**src/rtl/mc_datapath_if.sv**
```systemverilog
// Instruction and data memory ports of the multi-cycle core.
// master = core side, slave = memory side; req/ready handshakes.
interface mc_datapath_if;
  logic        imem_req;
  logic [31:0] imem_addr;
  logic        imem_ready;
  logic [31:0] imem_rdata;
  logic        dmem_req;
  logic        dmem_wen;
  logic [31:0] dmem_addr;
  logic [3:0]  dmem_be;
  logic [31:0] dmem_wdata;
  logic        dmem_ready;
  logic [31:0] dmem_rdata;

  modport master (
    output imem_req, imem_addr,
    input  imem_ready, imem_rdata,
    output dmem_req, dmem_wen, dmem_addr,
    output dmem_be, dmem_wdata,
    input  dmem_ready, dmem_rdata
  );

  modport slave (
    input  imem_req, imem_addr,
    output imem_ready, imem_rdata,
    input  dmem_req, dmem_wen, dmem_addr,
    input  dmem_be, dmem_wdata,
    output dmem_ready, dmem_rdata
  );
endinterface

```
**src/rtl/mc_datapath.sv**
```systemverilog
// Multi-cycle RV32I/E core: FETCH/EXEC/MEM/WB/HALT over mc_datapath_if.
// Ports: clk, nrst (sync, active-low), mem (master), retire, pc_out, halted, trap.
module mc_datapath #(
  parameter logic [31:0] RESET_PC      = 32'h0000_0000,
  parameter int          NREGS         = 32,
  parameter bit          TRAP_MISALIGN = 1'b1
) (
  input  logic          clk,
  input  logic          nrst,
  mc_datapath_if.master mem,
  output logic          retire,
  output logic [31:0]   pc_out,
  output logic          halted,
  output logic          trap
);
  localparam int AW = $clog2(NREGS);

  typedef enum logic [2:0] {
    S_FETCH = 3'd0,
    S_EXEC  = 3'd1,
    S_MEM   = 3'd2,
    S_WB    = 3'd3,
    S_HALT  = 3'd4
  } state_t;

  state_t state, state_n;

  logic [31:0] pc, ir, npc, res, maddr, wdata;
  logic [3:0]  be;
  logic        wen, trap_q, trap_set;
  logic [31:0] rf [NREGS];

  logic [6:0] opc;
  logic [2:0] f3;
  logic [4:0] rd, rs1, rs2;
  assign opc = ir[6:0];
  assign f3  = ir[14:12];
  assign rd  = ir[11:7];
  assign rs1 = ir[19:15];
  assign rs2 = ir[24:20];

  logic [31:0] imm_i, imm_s, imm_b, imm_u, imm_j;
  assign imm_i = {{20{ir[31]}}, ir[31:20]};
  assign imm_s = {{20{ir[31]}}, ir[31:25], ir[11:7]};
  assign imm_b = {{19{ir[31]}}, ir[31], ir[7],
                  ir[30:25], ir[11:8], 1'b0};
  assign imm_u = {ir[31:12], 12'b0};
  assign imm_j = {{11{ir[31]}}, ir[31], ir[19:12],
                  ir[20], ir[30:21], 1'b0};

  logic is_lui, is_auipc, is_jal, is_jalr, is_br;
  logic is_ld, is_st, is_opi, is_op, is_fen, is_sys;
  assign is_lui   = opc == 7'h37;
  assign is_auipc = opc == 7'h17;
  assign is_jal   = opc == 7'h6F;
  assign is_jalr  = opc == 7'h67;
  assign is_br    = opc == 7'h63;
  assign is_ld    = opc == 7'h03;
  assign is_st    = opc == 7'h23;
  assign is_opi   = opc == 7'h13;
  assign is_op    = opc == 7'h33;
  assign is_fen   = opc == 7'h0F;
  assign is_sys   = opc == 7'h73;

  logic ill, bad_enc, u1, u2, ud;
  always_comb begin
    bad_enc = 1'b0;
    u1 = 1'b0;
    u2 = 1'b0;
    ud = 1'b0;
    unique case (1'b1)
      is_lui, is_auipc, is_jal: ud = 1'b1;
      is_jalr: begin
        u1 = 1'b1; ud = 1'b1;
        bad_enc = f3 != 3'd0;
      end
      is_br: begin
        u1 = 1'b1; u2 = 1'b1;
        bad_enc = f3[2:1] == 2'b01;
      end
      is_ld: begin
        u1 = 1'b1; ud = 1'b1;
        bad_enc = f3 == 3'd3 || f3 > 3'd5;
      end
      is_st: begin
        u1 = 1'b1; u2 = 1'b1;
        bad_enc = f3 > 3'd2;
      end
      is_opi: begin
        u1 = 1'b1; ud = 1'b1;
        bad_enc = (f3 == 3'd1 && ir[31:25] != 7'h0)
               || (f3 == 3'd5 && {ir[31], ir[29:25]} != 6'h0);
      end
      is_op: begin
        u1 = 1'b1; u2 = 1'b1; ud = 1'b1;
        bad_enc = ir[31:25] != 7'h0
               && !(ir[31:25] == 7'h20
                    && (f3 == 3'd0 || f3 == 3'd5));
      end
      is_fen: bad_enc = 1'b0;
      is_sys: bad_enc = ir[31:7] != 25'h0
                     && ir[31:7] != 25'h2000;
      default: bad_enc = 1'b1;
    endcase
  end

  // RV32E: any register field the instruction uses must be < NREGS
  assign ill = bad_enc
    || (u1 && {27'b0, rs1} >= 32'(NREGS))
    || (u2 && {27'b0, rs2} >= 32'(NREGS))
    || (ud && {27'b0, rd}  >= 32'(NREGS));

  logic [31:0] a, b, bop, alu;
  assign a   = rf[rs1[AW-1:0]];
  assign b   = rf[rs2[AW-1:0]];
  assign bop = is_op ? b : imm_i;

  always_comb begin
    unique case (f3)
      3'd0: alu = (is_op && ir[30]) ? a - bop : a + bop;
      3'd1: alu = a << bop[4:0];
      3'd2: alu = {31'b0, $signed(a) < $signed(bop)};
      3'd3: alu = {31'b0, a < bop};
      3'd4: alu = a ^ bop;
      3'd5: alu = ir[30] ? 32'($signed(a) >>> bop[4:0])
                         : a >> bop[4:0];
      3'd6: alu = a | bop;
      default: alu = a & bop;
    endcase
  end

  logic take;
  always_comb begin
    unique case (f3)
      3'd0: take = a == b;
      3'd1: take = a != b;
      3'd4: take = $signed(a) < $signed(b);
      3'd5: take = $signed(a) >= $signed(b);
      3'd6: take = a < b;
      3'd7: take = a >= b;
      default: take = 1'b0;
    endcase
  end

  logic [31:0] pc4, jr_t, tgt, npc_x, wres;
  logic        redir, mis_jmp;
  assign pc4   = pc + 32'd4;
  assign jr_t  = (a + imm_i) & ~32'd1;
  assign redir = is_jal || is_jalr || (is_br && take);
  assign tgt   = is_jal  ? pc + imm_j :
                 is_jalr ? jr_t :
                 redir   ? pc + imm_b : pc4;
  assign mis_jmp = redir && tgt[1];
  assign npc_x   = TRAP_MISALIGN ? tgt : {tgt[31:2], 2'b00};
  assign wres    = is_lui   ? imm_u :
                   is_auipc ? pc + imm_u :
                   (is_jal || is_jalr) ? pc4 : alu;

  logic [31:0] ea, ea_al;
  logic        ldst, mis_mem;
  assign ldst = is_ld || is_st;
  assign ea   = a + (is_st ? imm_s : imm_i);
  assign mis_mem = ldst && ((f3[1:0] == 2'd1 && ea[0])
                 || (f3[1:0] == 2'd2 && ea[1:0] != 2'd0));

  always_comb begin
    ea_al = ea;
    if (!TRAP_MISALIGN) begin
      if (f3[1])      ea_al[1:0] = 2'b00;
      else if (f3[0]) ea_al[0]   = 1'b0;
    end
  end

  logic [3:0]  be_x;
  logic [31:0] ld_sh, ld_val;
  always_comb begin
    unique case (f3[1:0])
      2'd0:    be_x = 4'b0001 << ea_al[1:0];
      2'd1:    be_x = 4'b0011 << {ea_al[1], 1'b0};
      default: be_x = 4'b1111;
    endcase
  end

  assign ld_sh = mem.dmem_rdata >> {maddr[1:0], 3'b000};
  always_comb begin
    unique case (f3)
      3'd0:    ld_val = {{24{ld_sh[7]}}, ld_sh[7:0]};
      3'd1:    ld_val = {{16{ld_sh[15]}}, ld_sh[15:0]};
      3'd4:    ld_val = {24'b0, ld_sh[7:0]};
      3'd5:    ld_val = {16'b0, ld_sh[15:0]};
      default: ld_val = ld_sh;
    endcase
  end

  always_ff @(posedge clk) begin
    if (!nrst) state <= S_FETCH;
    else       state <= state_n;
  end

  always_comb begin
    state_n  = state;
    trap_set = 1'b0;
    unique case (state)
      S_FETCH: if (mem.imem_ready) state_n = S_EXEC;
      S_EXEC: begin
        if (ill) begin
          state_n  = S_HALT;
          trap_set = 1'b1;
        end else if (is_sys) begin
          state_n = S_HALT;
        end else if (TRAP_MISALIGN && (mis_mem || mis_jmp)) begin
          state_n  = S_HALT;
          trap_set = 1'b1;
        end else begin
          state_n = ldst ? S_MEM : S_WB;
        end
      end
      S_MEM:   if (mem.dmem_ready) state_n = S_WB;
      S_WB:    state_n = S_FETCH;
      default: state_n = S_HALT;
    endcase
  end

  always_ff @(posedge clk) begin
    if (!nrst) begin
      pc     <= RESET_PC;
      ir     <= '0;
      npc    <= '0;
      res    <= '0;
      maddr  <= '0;
      wdata  <= '0;
      be     <= '0;
      wen    <= 1'b0;
      trap_q <= 1'b0;
      for (int i = 0; i < NREGS; i++) rf[i] <= '0;
    end else begin
      unique case (state)
        S_FETCH: if (mem.imem_ready) ir <= mem.imem_rdata;
        S_EXEC: begin
          res   <= wres;
          npc   <= npc_x;
          maddr <= ea_al;
          be    <= be_x;
          wdata <= b << {ea_al[1:0], 3'b000};
          wen   <= is_st;
          if (trap_set) trap_q <= 1'b1;
        end
        S_MEM: if (mem.dmem_ready && !wen) res <= ld_val;
        S_WB: begin
          pc <= npc;
          if (ud && rd != 5'd0) rf[rd[AW-1:0]] <= res;
        end
        default: ;
      endcase
    end
  end

  // Requests are masked while nrst is low so a reset cancels them at once
  assign mem.imem_req   = nrst && state == S_FETCH;
  assign mem.imem_addr  = pc;
  assign mem.dmem_req   = nrst && state == S_MEM;
  assign mem.dmem_wen   = wen;
  assign mem.dmem_addr  = {maddr[31:2], 2'b00};
  assign mem.dmem_be    = be;
  assign mem.dmem_wdata = wdata;

  assign retire = state == S_WB;
  assign pc_out = pc;
  assign halted = state == S_HALT;
  assign trap   = trap_q;
endmodule

```
**src/flat_wrapper.sv**
```systemverilog
// flat-port wrapper written by rule: the top's interface ports become plain ports
module mc_datapath_flat 
#(
  parameter logic [31:0] RESET_PC      = 32'h0000_0000,
  parameter int          NREGS         = 32,
  parameter bit          TRAP_MISALIGN = 1'b1
)
  (clk, nrst, retire, pc_out, halted, trap, mem_imem_req, mem_imem_addr, mem_imem_ready, mem_imem_rdata, mem_dmem_req, mem_dmem_wen, mem_dmem_addr, mem_dmem_be, mem_dmem_wdata, mem_dmem_ready, mem_dmem_rdata);
  mc_datapath_if mem_i ();
  input  logic clk;
  input  logic nrst;
  output logic retire;
  output logic [31:0] pc_out;
  output logic halted;
  output logic trap;
  output wire logic [$bits(mem_i.imem_req)-1:0] mem_imem_req;
  output wire logic [$bits(mem_i.imem_addr)-1:0] mem_imem_addr;
  input wire logic [$bits(mem_i.imem_ready)-1:0] mem_imem_ready;
  input wire logic [$bits(mem_i.imem_rdata)-1:0] mem_imem_rdata;
  output wire logic [$bits(mem_i.dmem_req)-1:0] mem_dmem_req;
  output wire logic [$bits(mem_i.dmem_wen)-1:0] mem_dmem_wen;
  output wire logic [$bits(mem_i.dmem_addr)-1:0] mem_dmem_addr;
  output wire logic [$bits(mem_i.dmem_be)-1:0] mem_dmem_be;
  output wire logic [$bits(mem_i.dmem_wdata)-1:0] mem_dmem_wdata;
  input wire logic [$bits(mem_i.dmem_ready)-1:0] mem_dmem_ready;
  input wire logic [$bits(mem_i.dmem_rdata)-1:0] mem_dmem_rdata;
  assign mem_imem_req = mem_i.imem_req;
  assign mem_imem_addr = mem_i.imem_addr;
  assign mem_i.imem_ready = mem_imem_ready;
  assign mem_i.imem_rdata = mem_imem_rdata;
  assign mem_dmem_req = mem_i.dmem_req;
  assign mem_dmem_wen = mem_i.dmem_wen;
  assign mem_dmem_addr = mem_i.dmem_addr;
  assign mem_dmem_be = mem_i.dmem_be;
  assign mem_dmem_wdata = mem_i.dmem_wdata;
  assign mem_i.dmem_ready = mem_dmem_ready;
  assign mem_i.dmem_rdata = mem_dmem_rdata;
  mc_datapath #(.RESET_PC(RESET_PC), .NREGS(NREGS), .TRAP_MISALIGN(TRAP_MISALIGN)) u_core (.clk(clk), .nrst(nrst), .mem(mem_i), .retire(retire), .pc_out(pc_out), .halted(halted), .trap(trap));
endmodule
```
**config.mk**
```make
export PLATFORM = sky130hd
export DESIGN_NAME = mc_datapath_flat
export DESIGN_NICKNAME = d
export VERILOG_FILES = /design/src/rtl/mc_datapath_if.sv /design/src/rtl/mc_datapath.sv /design/src/flat_wrapper.sv
export SDC_FILE = /design/constraint.sdc
export NUM_CORES = 2
export LEC_CHECK = 0
export BUFFER_PORTS_ARGS = -buffer_cell sky130_fd_sc_hd__buf_2
export CAP_MARGIN = 20
export CORE_ASPECT_RATIO = 0.7
export CORE_UTILIZATION = 35
export CTS_CLUSTER_SIZE = 25
export DETAILED_ROUTE_END_ITERATION = 10
export PLACE_DENSITY = 0.59
export SYNTH_ARGS = -nofsm -noshare
export SYNTH_HDL_FRONTEND = slang
export SYNTH_SLANG_ARGS = --single-unit
```
**constraint.sdc**
```tcl
create_clock -name clk -period 16.5 [get_ports clk]
set_input_delay 0.825 -clock clk [delete_from_list [all_inputs] [get_ports clk]]
set_output_delay 0.825 -clock clk [all_outputs]
set_load 0.1 [all_outputs]
```
==> results.md <==
- Seq pwr share: 0.383
- First-pass GRT wire length: 540000 um
- XOR/XNOR Fraction of Synth Area: 0.0186
- Vias in the first global route: 63300
- Tmin final: 8.84 ns
- Pin count of the biggest net entering global routing: 118
- CP Capture Type: register
- Placed inst area: 85500 um2
- Clock-pin slew on the worst setup and hold paths: 0.09 ns
- Setup CP Type: register to register
- Status: completed
- Clock Sinks: 1235
- Initial Util: 0.352
- Gpl congestion: approximately 1.1
- Synth unique cells: roughly 100
- Wire length per cell: 37.8 um
- Post-synth EDFFs: ~1000
- # setup viols final: 0
- DIE HEIGHT: 404 um
- # IOs: around 210
- HP Class: input pin to register
- CTS Buf Count: roughly 140
- Pre-Repair DR Iteration Count: 7
- CP Data Required Time: about 17 ns
- DRC: 0
- Final hold viol count: 0
- P_leak: 0.0327 uW
- RSZ-0062 raised after global routing: false
- Switch share: 0.361
- Area growth from synthesis to layout: 11.5%
- Synthesized instance count: ~7500
- Main combinational cell family by area after synthesis: multiplexers
- Final Cycle Share: 0.536
- Worst skew pair latency: between 0.8 and 0.9 ns
- Antenna Nets Post-Route: 0
- H-tree depth: 4
- Iter 0 DRT Violations: 13000
- FMAX: roughly 110 MHz
- Share of synthesized area occupied by flip-flops and latches: 0.433
- Row cnt: 147
- Final HPWL DP: 276000 um
- Die width: 576 um
- Top_reg_cell synth: edfxtp_1
- Worst Setup Start Kind: register
- DIE AREA: 233000 um2
- Arr. time, crit path: 9.57 ns
- Layout Skew: 0.0754 ns
- Post-CTS Hold Buffers: 0
- Layout cell share with drive strength beyond 1: 0.165
- Switch Pwr: around 3400 uW
- Initial antenna violation count: 65
- Setup tns final: 0 ns
- Max Buffers Root-to-Sink: 4
- Post-Synth Simple-Gate Area: 0.154
- VDD IR max: 66.0 uV
- CP max FO: 59
- Total length of routed wires: ~400000 um
- CTS root buf: clkbuf_16
- Max-cap violations: 0
- FF+latch count, synth: about 1200
- CORE AREA: roughly 230000 um2
- Overall routing resource usage: 0.335
- Synth Area per Inst: roughly 11 um2
- CTS tree: done
- Mapped Area: 80800 um2
- Post-CTS setup repair buffer count: 0
- Clock power share: 0.337
- Multiplexer share of the synthesized area: 0.179
- Core Util, Final: 0.393
- Final Cell Area: 90100 um2
- Worst relative slew slack: 0.0971
- Cell Int Power: 6050 uW
- Slew Viols, Final: 0
- Detailed-route via count: 69600
- Vias per cell: 6.53
- Worst Tran Pin Value: approximately 1.3 ns
- Post_cts resized: 0
- Synth warn: 0
- Post-Synth Adder-Cell Area: 0.0359
- Power per cell area: 105 nW/um2
- Logic pwr share: 0.280
- Port Buffers: 203
- Post-synth ARST share: 0
- Fill cells: about 22000
- Total global routing overflow: 0
- Nets@finish: 7768
- Area fraction in compound gates after synthesis: 0.133
==> power by group through the flow <==
stage | clock network (uW) | registers (uW) | logic (uW)
after floorplan | 0 | 3660 | 1440
after global placement | 0 | 3690 | 2500
after detailed placement | 0 | 3690 | 2490
after CTS | 3190 | 3620 | 2500
after global routing | 3310 | 3630 | 2690
final | 3190 | 3630 | 2650
==> worst paths after layout <==
path,endpoint,slack [ns],depth (start not counted),start
min reg2reg,u_core.maddr[5]$_SDFFE_PN0P_,0.45,2,u_core.maddr[5]$_SDFFE_PN0P_
max reg2reg,u_core.res[31]$_SDFFE_PN0P_,7.66,21,register
max,u_core.res[31]$_SDFFE_PN0P_,7.66,21,register
min,u_core.ir[27]$_SDFFE_PN0P_,0.24,3,mem_imem_rdata[27]
==> flip-flops by register name, indices dropped and copies added (netlist names), named ones only <==
register / cells
u_core.npc: 32
u_core.rf: 1024
u_core.res: 32
u_core.ir: 32
u_core.state: 3
u_core.mem.imem_addr: 32
u_core.mem.dmem_wdata: 32
u_core.trap: 1
u_core.mem.dmem_wen: 1
u_core.maddr: 32
u_core.mem.dmem_be: 4
==> placed cells by master (no fill, tap or decap), types with 30 or more instances in the layout <==
cell / count
o21ai_4: 31
buf_2: 203
nand4_1: 36
a31oi_1: 46
nand3_1: 132
mux2i_1: 580
clkbuf_16: 140
and3_1: 33
edfxtp_1: 1024
nor4_1: 36
and2_1: 1004
nor2_1: 309
ha_1: 221
nor2_4: 35
nor3_1: 72
buf_4: 284
inv_1: 148
a211oi_1: 64
o21ai_0: 272
a21o_1: 82
nor2b_1: 30
a22oi_1: 181
mux4_2: 362
xor2_1: 63
conb_1: 34
o21bai_1: 34
a21oi_1: 498
nand2b_1: 31
o22ai_1: 112
mux2_2: 41
nand2_1: 522
dfxtp_1: 199
o211ai_1: 58
xnor2_1: 108
o221ai_1: 34
==> layer usage <==
layer,global-route usage,wire length [um],up-vias,share of wire
li1,-,-,27800,-
met1,0.494,170000,35000,0.42
met2,0.424,149000,5838,0.37
met3,0.147,68300,815,0.17
met4,0.113,15300,42,0.038
met5,0.00620,446,-,0.0011
==> kinds of logic after synthesis <==
group                    Yosys count
multiplexers                     987
AO/OA/AOI/OAI                   1671
other                              1
flip-flops                      1235
AND/OR/NAND/NOR                 2352
XOR/XNOR                         172
adder cells (fa/ha/maj)          228
buffers and inverters            875
==> layout make-up <==
| cell class | count | area [um2] | share of cell area |
|---|---|---|---|
| Timing Repair Buffer | 496 | 3340 | 0.0370 |
| Clock buffer | 168 | 3690 | 0.0409 |
| Inverter | 157 | 598 | 0.00664 |
| Multi-Input combinational cell | 5444 | 42900 | 0.476 |
| Tap cell | 3054 | 3820 | 0.0424 |
| Antenna cell | 24 | 60.1 | 0.000667 |
| Clock inverter | 67 | 716 | 0.00794 |
| Sequential cell | 1235 | 35000 | 0.388 |
==> Yosys cell counts (83+ instances only) <==
cell type	n	share of area
a21oi_1	499	0.031
a22oi_1	181	0.017
and2_1	1005	0.078
buf_2	97	0.0060
buf_4	83	0.0077
clkbuf_1	473	0.022
dfxtp_1	211	0.052
edfxtp_1	1024	0.38
ha_1	221	0.034
inv_1	149	0.0069
mux2i_1	582	0.072
mux4_2	362	0.10
nand2_1	523	0.024
nand3_1	133	0.0082
nor2_1	349	0.016
o21ai_0	303	0.019
o22ai_1	112	0.0087
xnor2_1	109	0.012
==> through the flow <==
stage	setup WS (ns)	total power (uW)	hold slack, ns	std cells
detailed placement	7.95	6180	0.443	10400
global route	7.49	9630	0.222	10600
floorplan	10.61	5100	0.415	7554
finish	7.66	9460	0.238	10600
global placement	7.58	6190	0.438	10400
CTS	8.02	9320	0.196	10600
==> critical path, cell delays in order (launching register included) <==
cell and delay (ns):
dfxtp_4 0.94, buf_4 0.90, buf_4 0.69, buf_4 0.89
mux2i_1 0.18, a22oi_1 0.25, a21oi_1 0.12, nor4_2 0.33
buf_4 0.26, mux2_2 0.46, ha_1 0.37, and3_1 0.20
a22oi_1 0.22, a2111oi_0 0.66, a211oi_1 0.16, o21ai_0 0.56
a21o_1 0.26, a41oi_1 0.15, a211oi_1 0.57, xor2_1 0.19
nor2_1 0.05, o31a_1 0.29
Note: power is estimated with default switching activity, not from simulation.
